File: src/rtl/me_pkg.sv
// rtl/me_pkg.sv - shared states, constants and helpers for the motion-estimator sequencer
package me_pkg;

   typedef enum logic [2:0] {
      ME_IDLE,
      ME_CLEAR,
      ME_RUN,
      ME_DRAIN,
      ME_DONE
   } me_state_e;

   localparam int          ME_NUM_PE     = 16;
   localparam int          ME_SRCH_DIM   = 32;
   localparam logic [12:0] ME_RUN_LAST   = 13'd4095;
   localparam logic [12:0] ME_DRAIN_LAST = 13'd4111;

   function automatic logic [ME_NUM_PE-1:0] me_onehot(input logic [3:0] idx);
      logic [ME_NUM_PE-1:0] v;
      v      = '0;
      v[idx] = 1'b1;
      return v;
   endfunction

endpackage

File: src/rtl/me_addr_gen.sv
// rtl/me_addr_gen.sv - reference/search address and S1/S2 select decode from the search count
module me_addr_gen
   import me_pkg::*;
#(
   parameter int SRCH_DIM = ME_SRCH_DIM
) (
   input  logic                 run_i,
   input  logic [11:0]          count_i,
   output logic [7:0]           addr_r_o,
   output logic [9:0]           addr_s1_o,
   output logic [9:0]           addr_s2_o,
   output logic [ME_NUM_PE-1:0] s1s2_mux_o
);

   logic [9:0] row_sum;
   logic [9:0] s1_addr;

   // candidate row plus pixel row never exceeds 30, so the product fits in 10 bits
   assign row_sum = 10'(count_i[11:8]) + 10'(count_i[7:4]);
   assign s1_addr = row_sum * 10'(SRCH_DIM) + 10'(count_i[3:0]);

   always_comb begin
      addr_r_o   = '0;
      addr_s1_o  = '0;
      addr_s2_o  = '0;
      s1s2_mux_o = '0;
      if (run_i) begin
         addr_r_o  = count_i[7:0];
         addr_s1_o = s1_addr;
         addr_s2_o = s1_addr + 10'(ME_NUM_PE);
         for (int i = 0; i < ME_NUM_PE; i++) begin
            s1s2_mux_o[i] = (count_i[3:0] >= 4'(i));
         end
      end
   end

endmodule

File: src/rtl/me_control.sv
// rtl/me_control.sv - full-search motion estimator sequencer (PE array, memories, comparator)
// Optional stall input when ME_STALL_EN is defined.
module me_control
   import me_pkg::*;
#(
   parameter int NUM_PE    = ME_NUM_PE,
   parameter int SRCH_DIM  = ME_SRCH_DIM,
   parameter int DRAIN_CYC = int'(ME_DRAIN_LAST - ME_RUN_LAST)
) (
   input  logic              clock,
   input  logic              reset_n,
   input  logic              start,
`ifdef ME_STALL_EN
   input  logic              stall,
`endif
   output logic              busy,
   output logic              done,
   output logic              CompStart,
   output logic [NUM_PE-1:0] PEready,
   output logic [3:0]        vectorX,
   output logic [3:0]        vectorY,
   output logic [NUM_PE-1:0] NewDist,
   output logic [7:0]        AddressR,
   output logic [9:0]        AddressS1,
   output logic [9:0]        AddressS2,
   output logic [NUM_PE-1:0] S1S2mux
);

   localparam logic [12:0] DRAIN_LAST = ME_RUN_LAST + 13'(DRAIN_CYC);

   me_state_e   state_q, state_d;
   logic [12:0] count_q, count_d;
   logic        busy_q, done_q, comp_start_q;
   logic        stall_w;
   logic        frozen;

`ifdef ME_STALL_EN
   assign stall_w = stall;
`else
   assign stall_w = 1'b0;
`endif

   assign frozen = stall_w && (state_q == ME_RUN || state_q == ME_DRAIN);

   always_comb begin
      state_d = state_q;
      count_d = count_q;
      unique case (state_q)
         ME_IDLE: begin
            if (start) state_d = ME_CLEAR;
         end
         ME_CLEAR: begin
            count_d = '0;
            state_d = ME_RUN;
         end
         ME_RUN: begin
            if (!frozen) begin
               count_d = count_q + 13'd1;
               if (count_q == ME_RUN_LAST) state_d = ME_DRAIN;
            end
         end
         ME_DRAIN: begin
            if (!frozen) begin
               count_d = count_q + 13'd1;
               if (count_q == DRAIN_LAST) state_d = ME_DONE;
            end
         end
         ME_DONE: begin
            count_d = '0;
            state_d = ME_IDLE;
         end
         default: begin
            count_d = '0;
            state_d = ME_IDLE;
         end
      endcase
   end

   // status outputs are registered from the next state so they line up with state_q
   always_ff @(posedge clock or negedge reset_n) begin
      if (!reset_n) begin
         state_q      <= ME_IDLE;
         count_q      <= '0;
         busy_q       <= 1'b0;
         done_q       <= 1'b0;
         comp_start_q <= 1'b0;
      end else begin
         state_q <= state_d;
         count_q <= count_d;
         busy_q  <= (state_d == ME_CLEAR) || (state_d == ME_RUN) || (state_d == ME_DRAIN);
         done_q  <= (state_d == ME_DONE);
         if (state_d == ME_CLEAR)    comp_start_q <= 1'b0;
         else if (state_d == ME_RUN) comp_start_q <= 1'b1;
      end
   end

   assign busy      = busy_q;
   assign done      = done_q;
   assign CompStart = comp_start_q;

   always_comb begin
      PEready = '0;
      NewDist = '0;
      vectorX = '0;
      vectorY = '0;
      if (state_q == ME_RUN && !frozen && count_q[7:4] == 4'd0) begin
         NewDist = me_onehot(count_q[3:0]);
         // row 0 has no previous candidate to report yet
         if (count_q[11:8] != 4'd0) begin
            PEready = me_onehot(count_q[3:0]);
            vectorX = count_q[3:0];
            vectorY = count_q[11:8] - 4'd1;
         end
      end else if (state_q == ME_DRAIN && !frozen) begin
         PEready = me_onehot(count_q[3:0]);
         vectorX = count_q[3:0];
         vectorY = 4'hF;
      end
   end

   me_addr_gen #(
      .SRCH_DIM (SRCH_DIM)
   ) u_addr_gen (
      .run_i      (state_q == ME_RUN),
      .count_i    (count_q[11:0]),
      .addr_r_o   (AddressR),
      .addr_s1_o  (AddressS1),
      .addr_s2_o  (AddressS2),
      .s1s2_mux_o (S1S2mux)
   );

endmodule

File: config.mk
export PLATFORM = sky130hd
export DESIGN_NAME = me_control
export DESIGN_NICKNAME = d
export VERILOG_FILES = /design/src/rtl/me_pkg.sv /design/src/rtl/me_addr_gen.sv /design/src/rtl/me_control.sv
export SDC_FILE = /design/constraint.sdc
export NUM_CORES = 1
export LEC_CHECK = 0
export ABC_AREA = 1
export CAP_MARGIN = 10
export CORE_MARGIN = 2
export CORE_UTILIZATION = 42
export CTS_BUF_LIST = sky130_fd_sc_hd__clkbuf_4
export DETAILED_ROUTE_END_ITERATION = 10
export PLACE_DENSITY_LB_ADDON = 0.2
export REMOVE_ABC_BUFFERS = 1
export SYNTH_ARGS = -nofsm -noshare
export SYNTH_HDL_FRONTEND = slang
export SYNTH_SLANG_ARGS = --single-unit
export TNS_END_PERCENT = 50
File: constraint.sdc
create_clock -name clock -period 2.1 [get_ports clock]
set_input_delay 0.42 -clock clock [delete_from_list [all_inputs] [get_ports clock]]
set_output_delay 0.42 -clock clock [all_outputs]
set_load 0.01 [all_outputs]
==> results.ini, run 1 <==
[detailed_routing]
viasPerCell = 5.28
drtIter0Drc = 169
routedWlPerCell_um = 15.3
firstDrtPassIters = 4
routed_wl_mm = 6.99
num_vias = 2413
postRouteAntennaNets = 0
drc = 0

[power_and_ir_drop]
p_leak_nw = 1.68
sw_frac_of_total_pct = 23.6
seq_power_share_pct = 63.3
pwr-share-comb_pct = 2.3
max-vdd-ir-drop_uv = 252
pwr-share-clk_pct = 34.4
p_int_uw = 441
p_switching_uw = 136
pwr_density_cell_mw_per_mm2 = 178
p_total_uw = 577

[setup_path]
r2r_start = count_q[1]$_DFFE_PN0N_
worst_path_max_delay_cell = dfrtp_1
critPathBufInv = 5
critPathRequiredTime_ps = 1680
crit_path_cell_trace = buf_6 > nor2_4 > nand2_2 > nor2_4 > a21oi_4 > buf_12 > buf_16 > buf_6 > nor2_4 > buf_6
critPathCaptureType = primary output
crit_type = register to primary output
crit_family = buffers and inverters
critPathMaxStageDelay_ps = 420
cp_max_fo = 5
startpoint = count_q[6]$_DFFE_PN0N_
arrival_ps = 1830
crit_path_start_kind = register

[logic_synthesis]
synth_seq_cells = 19
postSynthAreaPerCell_um2 = 6.28
muxShareOfSynthArea_pct = 0
synthCells = 286
ys_types = 29
synth_top_family_by_area = simple AND/OR/NAND/NOR gates
synth_compound_area_share_pct = 9.90
synth_edf_count = 0
synthFlopType = dfrtp_1
synth_simple_gate_area_share_pct = 38.7
synth_top_area_cell = dfrtp_1
synth-xor-area-share_pct = 0.976
seq_area_frac_synth_pct = 26.5
synth_fa_ha_area_share_pct = 7.39
netlist.area_leader.share_pct = 26.5
synth-async-reset-ratio_pct = 100
synth_area_leaders = dfrtp_1 26%, nor2_1 16%, nand2_1 12%
synth_area_mm2 = 0.00180
yosys_warnings = 0

[floorplanning]
die_h_um = 69.4
start_util_pct = 44.2
die_w_um = 69.4
num_rows = 23
die_area_mm2 = 0.00481
ios = 90
core_mm2 = 0.00406

[global_route]
grt_overflow = 0
grtUsageMet1_pct = 32.0
antenna_found_initial = 0
grt_pass1_wl_mm = 10.4
top_usage_layer = met2
track_usage_pct = 26.0
grt_pass1_vias = 2156
grt_max_degree = 20
grtUsageMet2_pct = 46.5
use_met3_pct = 4.36

[timing]
drv_slew = 0
finalClockSkew_ps = 20.0
finalSetupTns_ps = -2880
rsz0062_at_grt = yes
period_share_pct = 107
max_freq_mhz = 444
hold_viol = 0
fin_ws_ps = -151
setup_viol = 42
min_period_ps = 2250
timing.hold.ws_ps = 434

[layout]
area_growth_pct = 80.6
drive_above_1_share_pct = 45.5
fin_util_pct = 79.9
n_antenna_cell = 0
nets = 421

[clocking]
htreeDepth = 1
cts_sinks = 19
cts_buffers = 3
clk_latency_ps = 320
clk_pin_slew_worst_paths_ps = 130
cts_tree = yes
root_buffer = clkbuf_4
clk_path_buf_depth = 2

[status]
violations = setup timing
status = complete, but fails checks

[placed_design]
port_buffers = 88
gp_congestion = 0.893
hpwl_mm = 4.58

[job]
timing.max_cap.violations = 0

[worst_hold_path]
hold_class = primary input to asynchronous set/reset pin

-- path summary, 6_finish.rpt --
kind | slack, ps | cells past startpoint | to
max | -150 | 10 | vectorX[1]
min | 430 | 2 | count_q[6]$_DFFE_PN0N_
max reg2reg | 380 | 9 | CompStart$_DFFE_PN0P_
min reg2reg | 520 | 2 | CompStart$_DFFE_PN0P_
max in group asynchronous | 1440 | 2 | count_q[0]$_DFFE_PN0N_
min in group clock | 520 | 2 | CompStart$_DFFE_PN0P_
-- worst reg2reg max path: cells and delay by family (launching register included) --
kind / cells / cell delay [ps]
and+or+nand+nor: 7 / 860
DFF: 1 / 380
adders and majority gates: 1 / 240
buffers and inverters: 1 / 150
-- metal layers --
layer,part of all wire [%],wire length (um)
met4,2.6,181
met1,39,2700
met2,50,3510
met3,8.6,601
met5,0,0
-- cells in the final DEF (no fill, tap or decap), types with 14 or more instances in the layout --
master / instances
a21oi_1: 14
buf_2: 30
buf_4: 36
buf_6: 26
dfrtp_1: 14
dlygate4sd2_1: 19
inv_1: 31
nand2_1: 52
nor2_1: 40
nor2_2: 18
nor2_4: 25
-- power groups by stage --
stage                     clock network (mW)  registers, mW  logic (mW)
after floorplan                            0          0.373    0.000772
after global placement                     0          0.373      0.0134
after detailed placement                   0          0.373      0.0135
after CTS                              0.194          0.366      0.0134
after global routing                   0.221          0.366      0.0149
final                                  0.199          0.366      0.0131
-- final cells by class --
cell class / count / area, um^2
inverters: 35 / 136
repair buffers: 139 / 1220
multi-input cells: 210 / 1310
flip-flops and latches: 19 / 482
clock buffers: 3 / 22.5
well taps: 50 / 62.6
clock inverters: 1 / 5.00
fillers: 269 / 815
-- sequential cells by signal, indices dropped and copies added, names as in the netlist --
| signal | count |
|---|---|
| state_q | 3 |
| CompStart | 1 |
| busy | 1 |
| done | 1 |
| count_q | 13 |
-- stage by stage --
stage               worst slack, ps  std cells  instance area, um^2
floorplan                      69.4        264                 1630
global placement              -75.6        439                 2900
detailed placement             -199        439                 2900
CTS                            -219        455                 2970
global route                   -243        457                 3240
finish                         -151        457                 3240
-- Yosys cell counts (2+ instances only) --
master	n
a21oi_1	17
a31oi_1	2
buf_4	19
dfrtp_1	19
ha_1	9
inv_1	34
nand2_1	57
nand2_2	2
nand3_1	13
nand4_1	5
nor2_1	77
nor2_2	4
nor2_4	2
nor3_1	3
o21ai_0	8
xor2_1	2
-- cells by family after synthesis --
family,after synthesis
xor+xnor,2
compound gates,32
fa+ha+maj,10
simple gates,165
other cells,1
buf+inv,57
flops,19
-- what timing repair did --
| action | 4_1_cts | 5_1_grt |
|---|---|---|
| gates resized for setup | 274 | 94 |
| hold buffers | 0 | 0 |
| buffers inserted | 10 | 3 |
| endpoints found under the setup margin | 83 | 66 |
| gates cloned | 2 | 1 |
| pin swaps | 1 | 5 |
| hold endpoints to repair | 0 | 0 |
(Power assumes the default switching activity.)
==> run 2, diff against run 1 <==
==> constraint.sdc (replaced) <==
create_clock -name clock -period 2.5 [get_ports clock]
set_input_delay 0.5 -clock clock [delete_from_list [all_inputs] [get_ports clock]]
set_output_delay 0.5 -clock clock [all_outputs]
set_load 0.01 [all_outputs]
==> run 2 against run 1 <==
Effect of this change:
- the flow now finishes without violations
- hold slack better by 77 ps
- flip-flop and latch count stayed put
- clock-buffer cell count is 1 higher
- worst setup slack better by 210 ps
- critical path depth is 3 lower
- first-iteration DRC count is 30% lower
- clock skew is 12 ps lower
- sequential power is 16% lower
- utilization is 12 points lower
- global-route usage is 4.3 points lower
- critical path type unchanged
- largest power group unchanged
==> results.ini, run 2 (synthesized netlist as in run 1, its figures left out) <==
[clocking]
clk_path_buf_depth = 2  ; unchanged
clk_pin_slew_worst_paths_ps = 110  ; -20 ps
cts_tree = yes
cts_buffers = 3  ; unchanged
cts_sinks = 19  ; unchanged
clk_latency_ps = 300  ; -20 ps
ctsHoldBuffers = 0  ; unchanged
root_buffer = clkbuf_4
htreeDepth = 1  ; unchanged

[timing]
fin_ws_ps = 55.3  ; +206 ps
finalClockSkew_ps = 8.28  ; -11.8 ps
hold_viol = 0  ; unchanged
max_freq_mhz = 409
finalSetupTns_ps = 0  ; +2880 ps
rsz0062_at_grt = yes
drv_slew = 0  ; unchanged
period_share_pct = 97.8
setup_viol = 0  ; -100%
min_period_ps = 2440

[setup_path]
r2r_cells = 9  ; unchanged
ff2ff_setup_slack_ps = 820  ; +440 ps
r2r-end = CompStart$_DFFE_PN0P_
crit_type = register to primary output
r2r_start = count_q[1]$_DFFE_PN0N_
critPathRequiredTime_ps = 2000  ; +320 ps
crit_path_cell_trace = ha_1 > nand2_1 > nand2_1 > a31oi_1 > o21ai_0 > a21oi_1 > dlygate4sd2_1
crit_path_start_kind = register
worst_path_max_delay_cell = dfrtp_1
critPathMaxStageDelay_ps = 420  ; about the same
cp_max_fo = 4  ; -1
arrival_ps = 1940  ; +110 ps
cp_common_cell = nand2_1
critPathCaptureType = primary output

[layout]
regMostFlops = count_q
reg.largest.list = count_q: 13 flops, state_q: 3 flops
layout_common_cells = 76 x nor2_1, 57 x nand2_1, 47 x dlygate4sd2_1
finalInstanceArea_mm2 = 0.00274  ; -16%
largest_register_ffs = 13  ; unchanged
area_growth_pct = 52.4
nets = 389  ; -7.6%
n_antenna_cell = 0  ; unchanged
fin_util_pct = 67.4  ; -12 points
nFillCells = 380  ; +41%
drive_above_1_share_pct = 12.5  ; -33 points
final_common_cell = nor2_1

[detailed_routing]
routedWlPerCell_um = 12.6  ; -17%
wl_met1_mm = 2.32  ; -14%
drc = 0  ; unchanged
viasPerCell = 4.97  ; -5.8%
drtIter0Drc = 118  ; -30%
routed_wl_mm = 5.37  ; -23%
wl_met3_um = 345  ; -43%
highest_layer = met4
num_vias = 2113  ; -12%
firstDrtPassIters = 5  ; +1
wl_met2_mm = 2.62  ; -25%
postRouteAntennaNets = 0  ; unchanged

[floorplanning]
core_mm2 = 0.00406  ; unchanged
num_rows = 23  ; unchanged
die_w_um = 69.4  ; unchanged
ios = 90  ; unchanged
die_h_um = 69.4  ; unchanged
start_util_pct = 44.2  ; unchanged
die_area_mm2 = 0.00481  ; unchanged

[job]
timing.max_cap.violations = 0  ; unchanged

[global_route]
grt_overflow = 0  ; unchanged
grt_pass1_vias = 1856  ; -14%
grt_pass1_wl_mm = 8.76  ; -16%
grt_max_degree = 21  ; +5.0%
track_usage_pct = 21.8  ; -4.3 points
antenna_found_initial = 0  ; unchanged

[power_and_ir_drop]
p_total_uw = 489  ; -15%
max-vdd-ir-drop_uv = 317  ; +26%
p_leak_nw = 1.52  ; -10%
pwr_density_cell_mw_per_mm2 = 179  ; +0.31%

[status]
status = complete, no violations

[placed_design]
gp_congestion = 0.867  ; -2.9%
placed_cell_area_mm2 = 0.00269  ; -7.2%
port_buffers = 88  ; unchanged
dp_slack_ps = 109  ; +308 ps
hpwl_mm = 4.33  ; -5.6%

[worst_hold_path]
hold_class = primary input to asynchronous set/reset pin

run 2: changes by cell type in the layout (fill, tap and decap cells not counted), sizes merged, moves of 4 or more:
cell           before  now
buf                99   19
clkdlybuf4s50       5   35
dlygate4sd2        19   47
clkbuf             11    5
clkdlybuf4s15       6    2
run 2: worst max-delay path: cells and delay by family, from the launching register on:
kind / cells / cell delay, ps
buffers and inverters: 1 / 300
DFF: 1 / 420
and+or+nand+nor: 2 / 140
AOI/OAI and AO/OA: 3 / 460
adders and majority gates: 1 / 330
run 2: repair_timing:
| item | in CTS | in global routing |
|---|---|---|
| pin swaps | 1 | 1 |
| gates resized for setup | 56 | 13 |
| endpoints found under the hold margin | 0 | 0 |
| setup endpoints to repair | 50 | 27 |
| setup buffers | 3 | 2 |
run 2: final cells by class:
class	instances	area (um^2)	share of cell area, %
inverter	35	135	4.94
multi-input combinational	210	1050	38.2
timing repair buffer	107	983	35.9
sequential	19	479	17.5
tap	50	62.6	2.29
clock buffer	4	30.0	1.10
run 2: report_power, final:
part / internal, mW / switching, mW
Clock: 0.0731 / 0.0978
Sequential: 0.307 / 0
Combinational: 0.00373 / 0.00698
Total: 0.384 / 0.105
run 2: stage by stage:
| step | instances | hold WS (ps) |
|---|---|---|
| after floorplan | 264 | 204 |
| after global placement | 416 | 495 |
| after detailed placement | 416 | 505 |
| after CTS | 423 | 526 |
| after global routing | 425 | 538 |
| final | 425 | 511 |
run 2: how the worst max path moves through the flow:
stage / end / start / slack [ps]
final: AddressS1[8] / count_q[10]$_DFFE_PN0N_ / 60
after CTS: vectorY[1] / count_q[6]$_DFFE_PN0N_ / 10
after floorplan: AddressS1[8] / state_q[2]$_DFF_PN0_ / 390
after global routing: S1S2mux[7] / count_q[2]$_DFFE_PN0N_ / -50
after detailed placement: AddressS1[6] / count_q[4]$_DFFE_PN0N_ / 110
after global placement: AddressS2[7] / count_q[4]$_DFFE_PN0N_ / 140
run 2: routing by layer:
layer / up-vias / track usage, %
li1: 1052 / -
met1: 964 / 28.6
met2: 86 / 37.5
met3: 11 / 3.20
met4: 0 / 5.45
met5: - / 0
==> run 3, diff against run 2 <==
--- a/config.mk
+++ b/config.mk
@@ -11,6 +11,8 @@
 export CORE_UTILIZATION = 42
 export CTS_BUF_LIST = sky130_fd_sc_hd__clkbuf_4
 export DETAILED_ROUTE_END_ITERATION = 10
+export GPL_TIMING_DRIVEN = 1
+export HOLD_SLACK_MARGIN = 0.1
 export PLACE_DENSITY_LB_ADDON = 0.2
 export REMOVE_ABC_BUFFERS = 1
 export SYNTH_ARGS = -nofsm -noshare
==> results of run 3 <==
No change in the layout: final DEF, timing and power equal those of run 2.
